==> config.mk <==
export PLATFORM = sky130hd
export DESIGN_NAME = alu_accumulator
export DESIGN_NICKNAME = d
export VERILOG_FILES = /design/src/rtl/alu_accumulator.sv
export SDC_FILE = /design/constraint.sdc
export NUM_CORES = 1
export LEC_CHECK = 0
export CORE_MARGIN = 4
export CORE_UTILIZATION = 30
export DETAILED_ROUTE_END_ITERATION = 6
export GPL_ROUTABILITY_DRIVEN = 0
export SYNTH_ARGS = -nofsm -noshare
export SYNTH_HDL_FRONTEND = slang
export SYNTH_SLANG_ARGS = --single-unit
==> constraint.sdc <==
create_clock -name clk -period 8.05 [get_ports clk]
set_input_delay 2.415 -clock clk [delete_from_list [all_inputs] [get_ports clk]]
set_output_delay 2.415 -clock clk [all_outputs]
set_load 0.02 [all_outputs]
==> src/rtl/alu_accumulator.sv <==
// alu_accumulator: command sequencer and 32-bit accumulator wrapped around
// a set of combinational ALU op modules. It issues registered operands to
// the op modules and captures the selected result ALU_LAT cycles later.
module alu_accumulator #(
    parameter int ALU_LAT = 1
) (
    input  logic        clk,
    input  logic        rst,
    input  logic        cmd_valid,
    output logic        cmd_ready,
    input  logic [3:0]  cmd_op,
    input  logic [15:0] cmd_data,
    output logic [15:0] alu_a,
    output logic [15:0] alu_b,
    output logic [3:0]  alu_sel,
    input  logic [31:0] alu_result,
    output logic [31:0] acc,
    output logic        acc_valid,
    output logic        err
);

    localparam logic [3:0] OP_NOP  = 4'd0;
    localparam logic [3:0] OP_LOAD = 4'd1;
    localparam logic [3:0] OP_CLR  = 4'd2;
    localparam logic [3:0] LAT     = 4'(ALU_LAT);

    typedef enum logic [0:0] {
        IDLE  = 1'b0,
        ISSUE = 1'b1
    } state_t;

    state_t      state;
    state_t      state_next;
    logic [3:0]  counter;
    logic        accept;
    logic        is_alu_op;
    logic        capture;

    // Anything that is not NOP/LOAD/CLR is an ALU op; decoding is the mux's job.
    assign is_alu_op = (cmd_op != OP_NOP) && (cmd_op != OP_LOAD) && (cmd_op != OP_CLR);
    assign cmd_ready = (state == IDLE);
    assign accept    = cmd_valid && cmd_ready;
    // Capture happens on the last ISSUE cycle, when the countdown reaches 1.
    assign capture   = (state == ISSUE) && (counter == 4'd1);

    // State register.
    always_ff @(posedge clk or posedge rst) begin
        if (rst) begin
            state <= IDLE;
        end else begin
            state <= state_next;
        end
    end

    // Next-state logic: leave IDLE on an ALU-op accept, return on capture.
    always_comb begin
        state_next = state;
        case (state)
            IDLE: begin
                if (accept && is_alu_op) begin
                    state_next = ISSUE;
                end
            end
            ISSUE: begin
                if (counter == 4'd1) begin
                    state_next = IDLE;
                end
            end
            default: state_next = IDLE;
        endcase
    end

    // Latency countdown: loaded on ALU-op accept, decremented while issuing.
    always_ff @(posedge clk or posedge rst) begin
        if (rst) begin
            counter <= 4'd0;
        end else if (accept && is_alu_op) begin
            counter <= LAT;
        end else if (state == ISSUE) begin
            counter <= counter - 4'd1;
        end
    end

    // Operand registers: updated only on ALU-op accept, held otherwise.
    always_ff @(posedge clk or posedge rst) begin
        if (rst) begin
            alu_a   <= 16'd0;
            alu_b   <= 16'd0;
            alu_sel <= 4'd0;
        end else if (accept && is_alu_op) begin
            alu_a   <= acc[15:0];
            alu_b   <= cmd_data;
            alu_sel <= cmd_op;
        end
    end

    // Accumulator, sticky error and one-cycle update strobe.
    // capture and accept are exclusive because accept needs IDLE.
    always_ff @(posedge clk or posedge rst) begin
        if (rst) begin
            acc       <= 32'd0;
            err       <= 1'b0;
            acc_valid <= 1'b0;
        end else begin
            acc_valid <= 1'b0;
            if (capture) begin
                acc       <= alu_result;
                err       <= err | (|alu_result[31:16]);
                acc_valid <= 1'b1;
            end else if (accept) begin
                if (cmd_op == OP_LOAD) begin
                    acc       <= {16'h0000, cmd_data};
                    acc_valid <= 1'b1;
                end else if (cmd_op == OP_CLR) begin
                    acc       <= 32'd0;
                    err       <= 1'b0;
                    acc_valid <= 1'b1;
                end
            end
        end
    end

endmodule
==> impl_metrics.ini, run 1 <==
[status]
outcome = finished clean

[setup_path]
cp_max_fo = 16
reg2reg_from = counter[0]
r2r_slack_ns = 5.66
end_kind = flop
start_kind = input pin
crit_arrival_ns = 4.51
required_ns = 8.33
cp-startpoint = cmd_op[3]
critical_path_class = input pin to flop
r2r_cells = 4

[floorplan]
dieWidth_um = 109
core-area_um2 = 9820
die_height_um = 109
die_area_um2 = 11800
num_rows = 36
ios = 126
start_util = 0.310

[cts]
post_cts_buffers = 0
cts.clk_slew.worst_paths_ns = 0.07
post_cts_resized = 0
worst_skew_pair.late_latency_ns = 0.34
htreeDepth = 3
cts_hold_buffers = 0
tritoncts_num_sinks = 75
cts_tree = yes
cts_buffer_depth = 2
cts-root-buf = clkbuf_8
numCtsBuffers = 9

[hold_path]
hold_class = flop to flop
hold_path.startpoint = acc[27]
hold_depth = 1

[sta]
slew_headroom = 0.322
fin_skew_ns = 0.00652
drv_slew = 0
setup_tns_ns = 0
hold_viol_final = 0
max_freq_ghz = 0.236
rsz0062_at_grt = no
fin_crit_sh = 0.526
min_period_ns = 4.24
finalSetupViolCount = 0
tightest_slew_ns = 1.02

[power]
p_leak_nw = 2.00
power.total_w = 0.00197
power_density_nw_per_um2 = 418
ir_drop_v = 0.000181

[synthesis]
ys_ff_latch = 75
synthesis.area_um2 = 3040
synth_cell_types = 34
avgSynthCellArea_um2 = 14.2
async_flop_share = 1.00
ys_seq_area_frac = 0.617
synth_nets = 271
yosys_warnings = 0
ys.flop_type = dfrtp_1
synth_cells = 214
synth_edf_count = 0

[cells_and_area]
post-route-util = 0.480
layout.nets = 397
antenna_cells = 0
layout-drive-gt1-share = 0.194
fillers = 925
areaGrowthSynthToFinish_pct = 54.8

[route]
drcViolationCount = 0
drt_iter0_markers = 60
routed_via_density = 4.74
routed-via-count = 2266
post_drt_wl_per_cell_um = 16.4
routed_wl_um = 7830
first_pass_iters = 4
drtAntennaViolNets = 0

[placed_design]
post-dp-hpwl_um = 5430
port_buffers = 125

[global_route]
grt_max_degree = 76
grt_pass1_vias = 2344
grt-ovfl-total = 0
grtUsageTotal = 0.136
antenna_found_initial = 0
grt_pass1_wl_um = 12400

[flow_run]
max_cap_viol_count = 0
registers in the layout (all words and copies together), names as in the netlist:
name / cells
state: 1
acc_valid: 1
err: 1
alu_a: 16
alu_sel: 4
alu_b: 16
acc: 32
counter: 4
layout by cell type (no fill, tap or decap), types with 3 or more instances in the layout:
master	Yosys	final
clkdlybuf4s50_1	0	125
dfrtp_1	75	75
mux2_2	34	34
and2_1	16	16
a22o_1	16	16
clkbuf_8	0	11
a221o_2	10	10
a221o_1	6	6
nand2_1	5	5
inv_1	6	5
nor2_1	4	4
bufinv_16	0	4
nor4_1	3	3
area by class of cell:
| cell class | instances | area, µm² | area share |
|---|---|---|---|
| Sequential cell | 75 | 1880 | 0.399 |
| Timing Repair Buffer | 127 | 1270 | 0.269 |
| Multi-Input combinational cell | 121 | 1100 | 0.234 |
| Tap cell | 133 | 166 | 0.0353 |
| Clock buffer | 12 | 155 | 0.0329 |
| Clock inverter | 4 | 120 | 0.0255 |
| Inverter | 6 | 23.8 | 0.00505 |
synth_stat cells (3+ instances only):
library cell,number,area share
clkbuf_1,3,0.0037
mux2_2,34,0.13
nor2_1,4,0.0049
a221o_1,6,0.020
buf_2,6,0.0099
and2_1,16,0.033
inv_1,6,0.0074
a221o_2,10,0.037
nor4_1,3,0.0062
a22o_1,16,0.046
nand2_1,5,0.0062
dfrtp_1,75,0.62
worst max-delay path: stages:
cell,delay (ns)
clkdlybuf4s50_1,0.48
or4b_4,0.57
nor3b_4,0.76
a221o_2,0.29
kinds of logic (layout without fill, tap and decap cells):
| family | after synthesis | in the layout | share of synthesized area |
|---|---|---|---|
| simple gates | 39 | 39 | 0.0819 |
| fa+ha+maj | 2 | 2 | 0.00823 |
| flops | 75 | 75 | 0.617 |
| compound gates | 42 | 42 | 0.126 |
| buf+inv | 18 | 149 | 0.0296 |
| xor+xnor | 4 | 4 | 0.0115 |
| mux | 34 | 34 | 0.126 |
power by group:
part           switching (W)  total, W  internal, W
Clock               0.000134  0.000388     0.000255
Combinational       0.000426  0.000915     0.000488
Sequential          0.000113  0.000665     0.000552
Total               0.000673   0.00197      0.00130
through the flow:
step | hold slack (ns) | instances | instance area, µm² | setup slack (ns)
after floorplan | 0.517 | 214 | 3040 | 3.73
after global placement | 0.484 | 462 | 4430 | 3.43
after detailed placement | 0.481 | 462 | 4430 | 3.43
after CTS | 0.507 | 478 | 4710 | 3.80
after global routing | 0.523 | 478 | 4710 | 3.72
final | 0.502 | 478 | 4710 | 3.81
layer usage:
layer / GRT usage / vias up / part of all wire
met1: 0.185 / 1120 / 0.46
met3: 0.0409 / 12 / 0.079
met4: 0.0514 / 0 / 0.016
met5: 0 / - / 0
li1: - / 1041 / -
met2: 0.205 / 93 / 0.45
path summary, 6_finish.rpt:
path | to
worst max-delay path | acc[1]
worst min-delay path | acc[27]
worst max register to register | acc[1]
worst min register to register | acc[27]
max in group asynchronous | alu_sel[1]
min in group asynchronous | acc[15]
Note: power is estimated with default switching activity, not from simulation.
==> run 2: changes to the inputs <==
- clock period: 8.05 -> 4.2 ns (I/O delays scaled with it)
==> impl_metrics.ini, run 2 (synthesis results as in run 1) <==
[status]
outcome = finished clean

[route]
drtAntennaViolNets = 0
routed_wl_um = 8150
post_drt_wl_per_cell_um = 16.9
routed_via_density = 4.74
first_pass_iters = 4
drcViolationCount = 0
drt_iter0_markers = 73
routed-via-count = 2279

[setup_path]
crit_path_max_incr_delay_ns = 0.62
crit_slowest_cell = clkdlybuf4s50_1
crit_arrival_ns = 3.20
critical_path_class = input pin to flop
start_kind = input pin
required_ns = 4.43
end_kind = flop
cp_max_fo = 24
cp_cell_sequence = clkdlybuf4s50_1 > nand2_1 > a21oi_4 > buf_12 > mux2_2

[floorplan]
core-area_um2 = 9820
start_util = 0.310
dieWidth_um = 109
die_area_um2 = 11800
num_rows = 36
ios = 126
die_height_um = 109

[global_route]
grt_use_met2 = 0.204
use_met3 = 0.0462
grt-ovfl-total = 0
grtUsageTotal = 0.140
grt_max_degree = 37
grt_pass1_vias = 2437
busiest_layer = met2
antenna_found_initial = 0
grt_pass1_wl_um = 12700
grt_util_met1 = 0.196

[cells_and_area]
areaGrowthSynthToFinish_pct = 55.2
top_regs = acc x32, alu_a x16, alu_b x16
final_cell_mix = clkdlybuf4s50_1, dfrtp_1, mux2_2, and2_1, a22o_1
layout.nets = 400
antenna_cells = 0
largest_reg_flops = 32
final_common_cell = clkdlybuf4s50_1
fin_area_um2 = 4720
top_register = acc
layout-drive-gt1-share = 0.204

[power]
clkPwrFrac = 0.182
power_density_nw_per_um2 = 790
p_comb_frac = 0.476
switching_share = 0.352
p_leak_nw = 2.01
p_sw_w = 0.00131
p_int_w = 0.00242
ir_drop_v = 0.000331
seq_power_share = 0.342

[cts]
htreeDepth = 3
tritoncts_num_sinks = 75
cts_hold_buffers = 0
cts.clk_slew.worst_paths_ns = 0.08
numCtsBuffers = 9
cts_buffer_depth = 2
post_cts_buffers = 0
cts_tree = yes
post_cts_resized = 0
cts-root-buf = clkbuf_8
worst_skew_pair.late_latency_ns = 0.34

[placed_design]
port_buffers = 125
placed_area_um2 = 4470
post-dp-hpwl_um = 5810

[hold_path]
hold_class = flop to flop

[sta]
fin_skew_ns = 0.0107
fin_crit_sh = 0.708
drv_slew = 0
rsz0062_at_grt = no
max_freq_ghz = 0.336
tightest_slew_ns = 0.819
setup_tns_ns = 0
min_period_ns = 2.98
hold_viol_final = 0
slew_headroom = 0.454
finalSetupViolCount = 0

[flow_run]
max_cap_viol_count = 0
## run 2: cell types whose count changed in the layout (fill, tap and decap cells not counted)
cell / change
buf_12: +1
buf_4: +2
bufinv_16: -1
clkbuf_1: -1
clkbuf_8: -1
clkinv_2: +1
clkinv_4: +2
## run 2: cell type report
type	instances	area, µm²
timing repair buffer	130	1300
inverter	6	23.8
fill	914	5100
clock inverter	6	113
clock buffer	10	138
tap	133	166
multi-input combinational	121	1100
sequential	75	1880
## run 2: worst paths after layout
check / to / slack (ns) / cells past startpoint / startpoint
max reg2reg: acc[26] / 1.77 / 5 / counter[0]
max in group asynchronous: alu_sel[3] / 2.15 / 3 / rst
min reg2reg: alu_a[12] / 0.51 / 1 / alu_a[12]
min: alu_a[12] / 0.51 / 1 / alu_a[12]
max: alu_sel[2] / 1.22 / 5 / cmd_op[1]
min in group asynchronous: acc[20] / 1.31 / 2 / rst
## run 2: power by group through the flow
stage	registers [W]	logic (W)	clock network, W
2_1_floorplan	0.00162	0.000591	0
3_3_place_gp	0.00129	0.00177	0
3_5_place_dp	0.00129	0.00180	0
4_1_cts	0.00128	0.00181	0.000699
5_1_grt	0.00132	0.00189	0.000734
6_report	0.00128	0.00178	0.000679
## run 2: stage by stage
step	setup WS, ns	power (W)	hold slack, ns	cells	util
final	1.22	0.00373	0.507	481	0.481
after global routing	1.15	0.00395	0.523	481	0.481
after detailed placement	0.851	0.00309	0.482	465	0.455
after CTS	1.21	0.00378	0.507	481	0.481
after floorplan	1.03	0.00222	0.517	214	-
after global placement	0.889	0.00306	0.487	465	0.455
## run 2: metal layers
metal	up-vias	part of all wire	wire length, µm
met5	-	0	0
met4	0	0.011	93
met3	10	0.078	633
met2	89	0.45	3640
met1	1130	0.46	3790
li1	1050	-	-
## run 2: worst max-delay path: cells and delay by family
family / cells / cell delay (ns)
multiplexers: 1 / 0.35
buffers and inverters: 2 / 0.88
AND/OR/NAND/NOR: 1 / 0.14
AO/OA/AOI/OAI: 1 / 0.55
==> RTL edit 1: new RTL, settings of run 2 <==
Make the reset (`rst`) synchronous in 4 clocked blocks.
--- a/src/rtl/alu_accumulator.sv
+++ b/src/rtl/alu_accumulator.sv
@@ -44,7 +44,7 @@
     assign capture   = (state == ISSUE) && (counter == 4'd1);
 
     // State register.
-    always_ff @(posedge clk or posedge rst) begin
+    always_ff @(posedge clk) begin
         if (rst) begin
             state <= IDLE;
         end else begin
@@ -71,7 +71,7 @@
     end
 
     // Latency countdown: loaded on ALU-op accept, decremented while issuing.
-    always_ff @(posedge clk or posedge rst) begin
+    always_ff @(posedge clk) begin
         if (rst) begin
             counter <= 4'd0;
         end else if (accept && is_alu_op) begin
@@ -82,7 +82,7 @@
     end
 
     // Operand registers: updated only on ALU-op accept, held otherwise.
-    always_ff @(posedge clk or posedge rst) begin
+    always_ff @(posedge clk) begin
         if (rst) begin
             alu_a   <= 16'd0;
             alu_b   <= 16'd0;
@@ -96,7 +96,7 @@
 
     // Accumulator, sticky error and one-cycle update strobe.
     // capture and accept are exclusive because accept needs IDLE.
-    always_ff @(posedge clk or posedge rst) begin
+    always_ff @(posedge clk) begin
         if (rst) begin
             acc       <= 32'd0;
             err       <= 1'b0;
Behaviour: differs if rst is asserted again (counterexample within 4 cycles, from zero or initial values and one cycle with rst high); with rst held inactive, the same outputs for 10 cycles.
==> RTL edit 1 against run 2 <==
- sequential cell count is the same
- clock skew rose by 2.8 ps
- critical path depth did not move
- count of clock-buffer cells in the layout unchanged
- cell area shrank 7.0%
- first-iteration DRC count up 74%
- fmax rose by 1.1%
- wire length increased by 4.7%
- sequential share of layout area shrank 5.6 points
- area after synthesis is 6.2% lower
- setup slack improved by 33 ps
Power is not compared: it rests on default switching activity, and its combinational part moved more than twofold at a synthesized area within 25%.
==> RTL edit 1: results (changes against run 2) <==
| Metric | Value |
|---|---|
| Status | `completed` |
| GRT Total Usage | `0.151 (+0.0108)` |
| First-pass GRT wire length | `13300 µm (+5.0%)` |
| Worst Hold Launch | `alu_sel[0]` |
| Final nets | `488 (+22%)` |
| Post-synthesis cell type count | `32 (-5.9%)` |
| Share of cells above drive strength 1 | `0.0711 (-0.133)` |
| Dpl hpwl | `6410 µm (+10%)` |
| Vias in the first global route | `2509 (+3.0%)` |
| Drt first pass iters | `4 (unchanged)` |
| Pin count of the biggest net entering global routing | `45 (+22%)` |
| Main area contributors after synthesis | `dfxtp_1 53%, nand2_1 9.6%, a21oi_1 6.8%` |
| Initial antenna violation count | `0 (unchanged)` |
| Hold endpoint | `alu_sel[0]` |
| Worst Path Arrival | `3160 ps (-40 ps)` |
| CTS max path bufs | `2 (unchanged)` |
| Worst Clk Skew | `13.5 ps (+2.80 ps)` |
| Relative slew slack | `0.198 (-0.256)` |
| Hold Path Depth | `2 (+1)` |
| Syn nets | `371 (+37%)` |
| Commonest cells post-synth | `75 x dfxtp_1, 73 x nand2_1, 39 x a21oi_1, 21 x nor2_1, 19 x nor3_1` |
| Initial drt markers | `127 (+74%)` |
| Worst reg2reg path depth | `6 (+1)` |
| Synth async-reset ratio | `0 (-1.00)` |
| Via density | `4.72 (-0.49%)` |
| Worst hold-check path type | `flip-flop to flip-flop` |
| Crit-path max FO | `17 (-29%)` |
| Source of the worst register-to-register timing path | `counter[0]` |
| Overall routed net length | `8530 µm (+4.7%)` |
| Worst-Skew Late Latency | `between 300 and 400 ps` |
| Port bufs | `125 (unchanged)` |
| CTS root buffer | `clkbuf_8` |
| Yosys warning count | `0 (unchanged)` |
| Cts bufs inserted | `9 (unchanged)` |
| Fillers | `912 (-0.22%)` |
| FF-to-FF setup slack | `1700 ps (-70 ps)` |
| Sequential cell area fraction in the yosys report | `0.526 (-0.0909)` |
| FF-to-FF End | `acc[15]` |
| Crit. Startpoint | `cmd_valid` |
## RTL edit 1: changes by cell type in the layout (fill, tap and decap cells not counted), sizes merged, moves of 15 or more
| cell | change |
|---|---|
| nor2 | +19 |
| mux2 | -34 |
| dfxtp | +75 |
| nor3 | +19 |
| and2 | -15 |
| dfrtp | -75 |
| a221oi | +16 |
| nand2 | +68 |
| a221o | -16 |
| a21oi | +38 |
## RTL edit 1: per-stage QoR
| stage | std cells | hold slack (ps) | worst slack [ps] | util | instance area (µm²) |
|---|---|---|---|---|---|
| 5_1_grt | 565 | 485 | 1130 | 0.475 | 4390 |
| 6_report | 565 | 458 | 1260 | 0.475 | 4390 |
| 2_1_floorplan | 314 | 469 | 1840 | - | 2850 |
| 3_3_place_gp | 549 | 443 | 964 | 0.451 | 4160 |
| 3_5_place_dp | 549 | 451 | 930 | 0.451 | 4160 |
| 4_1_cts | 565 | 462 | 1280 | 0.475 | 4390 |
## RTL edit 1: cells by family after synthesis
family / Yosys count / share of synthesized area
adder cells (fa/ha/maj): 2 / 0.00877
flip-flops: 75 / 0.526
XOR/XNOR: 4 / 0.0123
AO/OA/AOI/OAI: 78 / 0.194
buffers and inverters: 28 / 0.0561
AND/OR/NAND/NOR: 127 / 0.203
## RTL edit 1: critical path: stages
cell,delay (ps)
clkdlybuf4s50_1,450
nor2b_1,620
a31oi_4,380
a221oi_1,360
nor3_2,70
## RTL edit 1: final cells by class
type / count / area, µm² / area share
sequential: 75 / 1500 / 0.342
multi-input combinational: 211 / 1200 / 0.273
clock inverter: 6 / 87.6 / 0.0200
tap: 129 / 161 / 0.0368
clock buffer: 10 / 138 / 0.0314
timing repair buffer: 131 / 1290 / 0.294
inverter: 3 / 11.3 / 0.00257
## RTL edit 1: worst max-delay path by stage
stage	endpoint	slack (ps)
after global placement	acc[3]	960
after detailed placement	acc[15]	930
after CTS	acc[15]	1280
after floorplan	acc[16]	1840
after global routing	acc[15]	1130
final	acc[15]	1260
## RTL edit 1: routing by layer
layer,vias up,global-route usage,wire length (µm)
met4,0,0.0601,161
met1,1245,0.199,3850
li1,1342,-,-
met3,11,0.0380,426
met5,-,0,0
met2,66,0.236,4100
## RTL edit 1: where the power goes
part           switching [mW]  total (mW)  internal (mW)
logic                   0.168       0.324          0.156
registers              0.0323       0.785          0.753
clock network           0.269       0.621          0.352
total                   0.469        1.73           1.26
==> RTL edit 2: new RTL, flow settings as in run 2 <==
Made on the original files. Put one more register stage on the output `err`, cleared by the reset. The value now appears one clock later. The other outputs are not delayed to match.
--- a/src/rtl/alu_accumulator.sv
+++ b/src/rtl/alu_accumulator.sv
@@ -28,6 +28,8 @@
         IDLE  = 1'b0,
         ISSUE = 1'b1
     } state_t;
+
+    logic err_s0;
 
     state_t      state;
     state_t      state_next;
@@ -99,13 +101,13 @@
     always_ff @(posedge clk or posedge rst) begin
         if (rst) begin
             acc       <= 32'd0;
-            err       <= 1'b0;
+            err_s0    <= 1'b0;
             acc_valid <= 1'b0;
         end else begin
             acc_valid <= 1'b0;
             if (capture) begin
                 acc       <= alu_result;
-                err       <= err | (|alu_result[31:16]);
+                err_s0    <= err_s0 | (|alu_result[31:16]);
                 acc_valid <= 1'b1;
             end else if (accept) begin
                 if (cmd_op == OP_LOAD) begin
@@ -113,11 +115,19 @@
                     acc_valid <= 1'b1;
                 end else if (cmd_op == OP_CLR) begin
                     acc       <= 32'd0;
-                    err       <= 1'b0;
+                    err_s0    <= 1'b0;
                     acc_valid <= 1'b1;
                 end
             end
         end
     end
 
+    always_ff @(posedge clk or posedge rst) begin
+        if (rst) begin
+            err <= '0;
+        end else begin
+            err <= err_s0;
+        end
+    end
+
 endmodule
Function: changed (Yosys sat finds a counterexample within 4 cycles, from zero or initial values and one cycle with rst high).
==> RTL edit 2 against run 2 <==
- setup slack improved by 100 ps
- area after synthesis rose by 0.82%
- count of clock-buffer cells in the layout fell by 1
- power fell by 4.3%
- cell area fell by 1.2%
- wire length fell by 1.6%
- sequential cell count rose by 1
- global-route usage rose by 0.055 points
- highest routed layer unchanged
==> RTL edit 2: results (changes against run 2) <==
| Metric | Value |
|---|---|
| Commonest cells post-synth | `76 x dfrtp_1, 34 x mux2_2, 16 x a22o_1, 16 x and2_1, 10 x a221o_2` |
| Initial antenna violation count | `0 (unchanged)` |
| Main area contributors after synthesis | `dfrtp_1 62%, mux2_2 12%, a22o_1 4.6%` |
| Fin util | `0.473 (-0.00803)` |
| Fillers | `891 (-2.5%)` |
| WL met3 | `675 µm (+6.6%)` |
| Cts bufs inserted | `9 (unchanged)` |
| Drt first pass iters | `4 (unchanged)` |
| Final nets | `401 (+0.25%)` |
| Syn nets | `272 (+0.37%)` |
| Worst Clk Skew | `10.3 ps (-0.408 ps)` |
| Least-Margin Pin Slew | `984 ps (+165 ps)` |
| Synth async-reset ratio | `1.00 (unchanged)` |
| Worst-Skew Late Latency | `approximately 350 ps` |
| Via density | `4.69 (-0.95%)` |
| Top Registers | `acc (32), alu_a (16), alu_b (16)` |
| Sequential cell area fraction in the yosys report | `0.620 (+0.00313)` |
| Leak pwr | `1.98 nW (-1.5%)` |
| Port bufs | `125 (unchanged)` |
| Pin count of the biggest net entering global routing | `57 (+54%)` |
| Antenna fix cells | `0 (unchanged)` |
| H-tree levels | `3 (unchanged)` |
| Crit-path max FO | `24 (unchanged)` |
| Post-synth EDFFs | `0 (unchanged)` |
| First-pass GRT wire length | `12800 µm (+1.2%)` |
| Clock-pin slew on the worst setup and hold paths | `90 ps` |
| Pre-CTS setup slack | `951 ps (+99.6 ps)` |
| M1 wire length | `3440 µm (-9.1%)` |
| Status | `completed` |
| Drt wl/cell | `16.6 µm (-1.8%)` |
| Post-DP Area | `4480 µm² (+0.28%)` |
| Post-CTS Setup Inserts | `0 (unchanged)` |
| GRT Total Usage | `0.140 (+0.000553)` |
| Met2 wire len | `3770 µm (+3.7%)` |
| Post-synthesis cell type count | `34 (unchanged)` |
| CTS root buffer | `clkbuf_8` |
| Worst Path Arrival | `3160 ps (-40 ps)` |
| Top routing layer used | `met4` |
| Yosys warning count | `0 (unchanged)` |
| Vias in the first global route | `2411 (-1.1%)` |
| Post-cts sizing count | `0 (unchanged)` |
| Share of cells above drive strength 1 | `0.203 (-0.000585)` |
| Peak supply drop | `0.000321 V (-3.0%)` |
| Dpl hpwl | `5610 µm (-3.5%)` |
| CTS max path bufs | `2 (unchanged)` |
| Initial drt markers | `68 (-6.8%)` |
| Worst hold-check path type | `flip-flop to flip-flop` |
RTL edit 2: changes by cell type after synthesis, sizes merged:
cell   delta
dfrtp     +1
RTL edit 2: worst max-delay path, stage by stage:
cell             delay (ps)
clkdlybuf4s50_1         540
xor2_1                  250
a31oi_4                 660
buf_4                   290
a22o_1                  140
RTL edit 2: metal layers:
layer	vias up	global-route usage
li1	1054	-
met1	1103	0.175
met5	-	0
met2	95	0.225
met4	0	0.0397
met3	10	0.0562
RTL edit 2: power by group:
part	leakage (nW)	internal [mW]	switching, mW	total (mW)
clock	0.0910	0.223	0.297	0.520
sequential	0.938	1.07	0.213	1.28
combinational	0.948	0.941	0.822	1.76
RTL edit 2: path summary, 6_finish.rpt:
check                      startpoint   endpoint  slack (ps)  depth (start not counted)
min                            err_s0        err         430                          0
max reg2reg                counter[1]    acc[27]        1850                          6
max in group asynchronous         rst  alu_a[11]        2030                          3
min in group asynchronous         rst        err        1410                          2
min reg2reg                    err_s0        err         430                          0
max                         cmd_op[1]    acc[27]        1320                          5
RTL edit 2: stage by stage:
stage	hold slack, ps	instances
finish	428	482
global placement	414	466
CTS	433	482
detailed placement	415	466
floorplan	375	215
global route	467	482
RTL edit 2: kinds of logic (layout without fill, tap and decap cells):
kind of cell    count (synthesis)  after routing  share of synthesized area
flops                          76             76                      0.620
compound gates                 42             42                      0.125
simple gates                   39             39                     0.0812
mux                            34             34                      0.125
buf+inv                        18            152                     0.0294
xor+xnor                        4              4                     0.0114
fa+ha+maj                       2              2                    0.00816
RTL edit 2: final cells by class:
class,count,area share
well taps,133,0.0357
clock inverters,7,0.0121
inverters,6,0.00510
flip-flops and latches,76,0.408
repair buffers,130,0.276
clock buffers,9,0.0266
multi-input cells,121,0.236
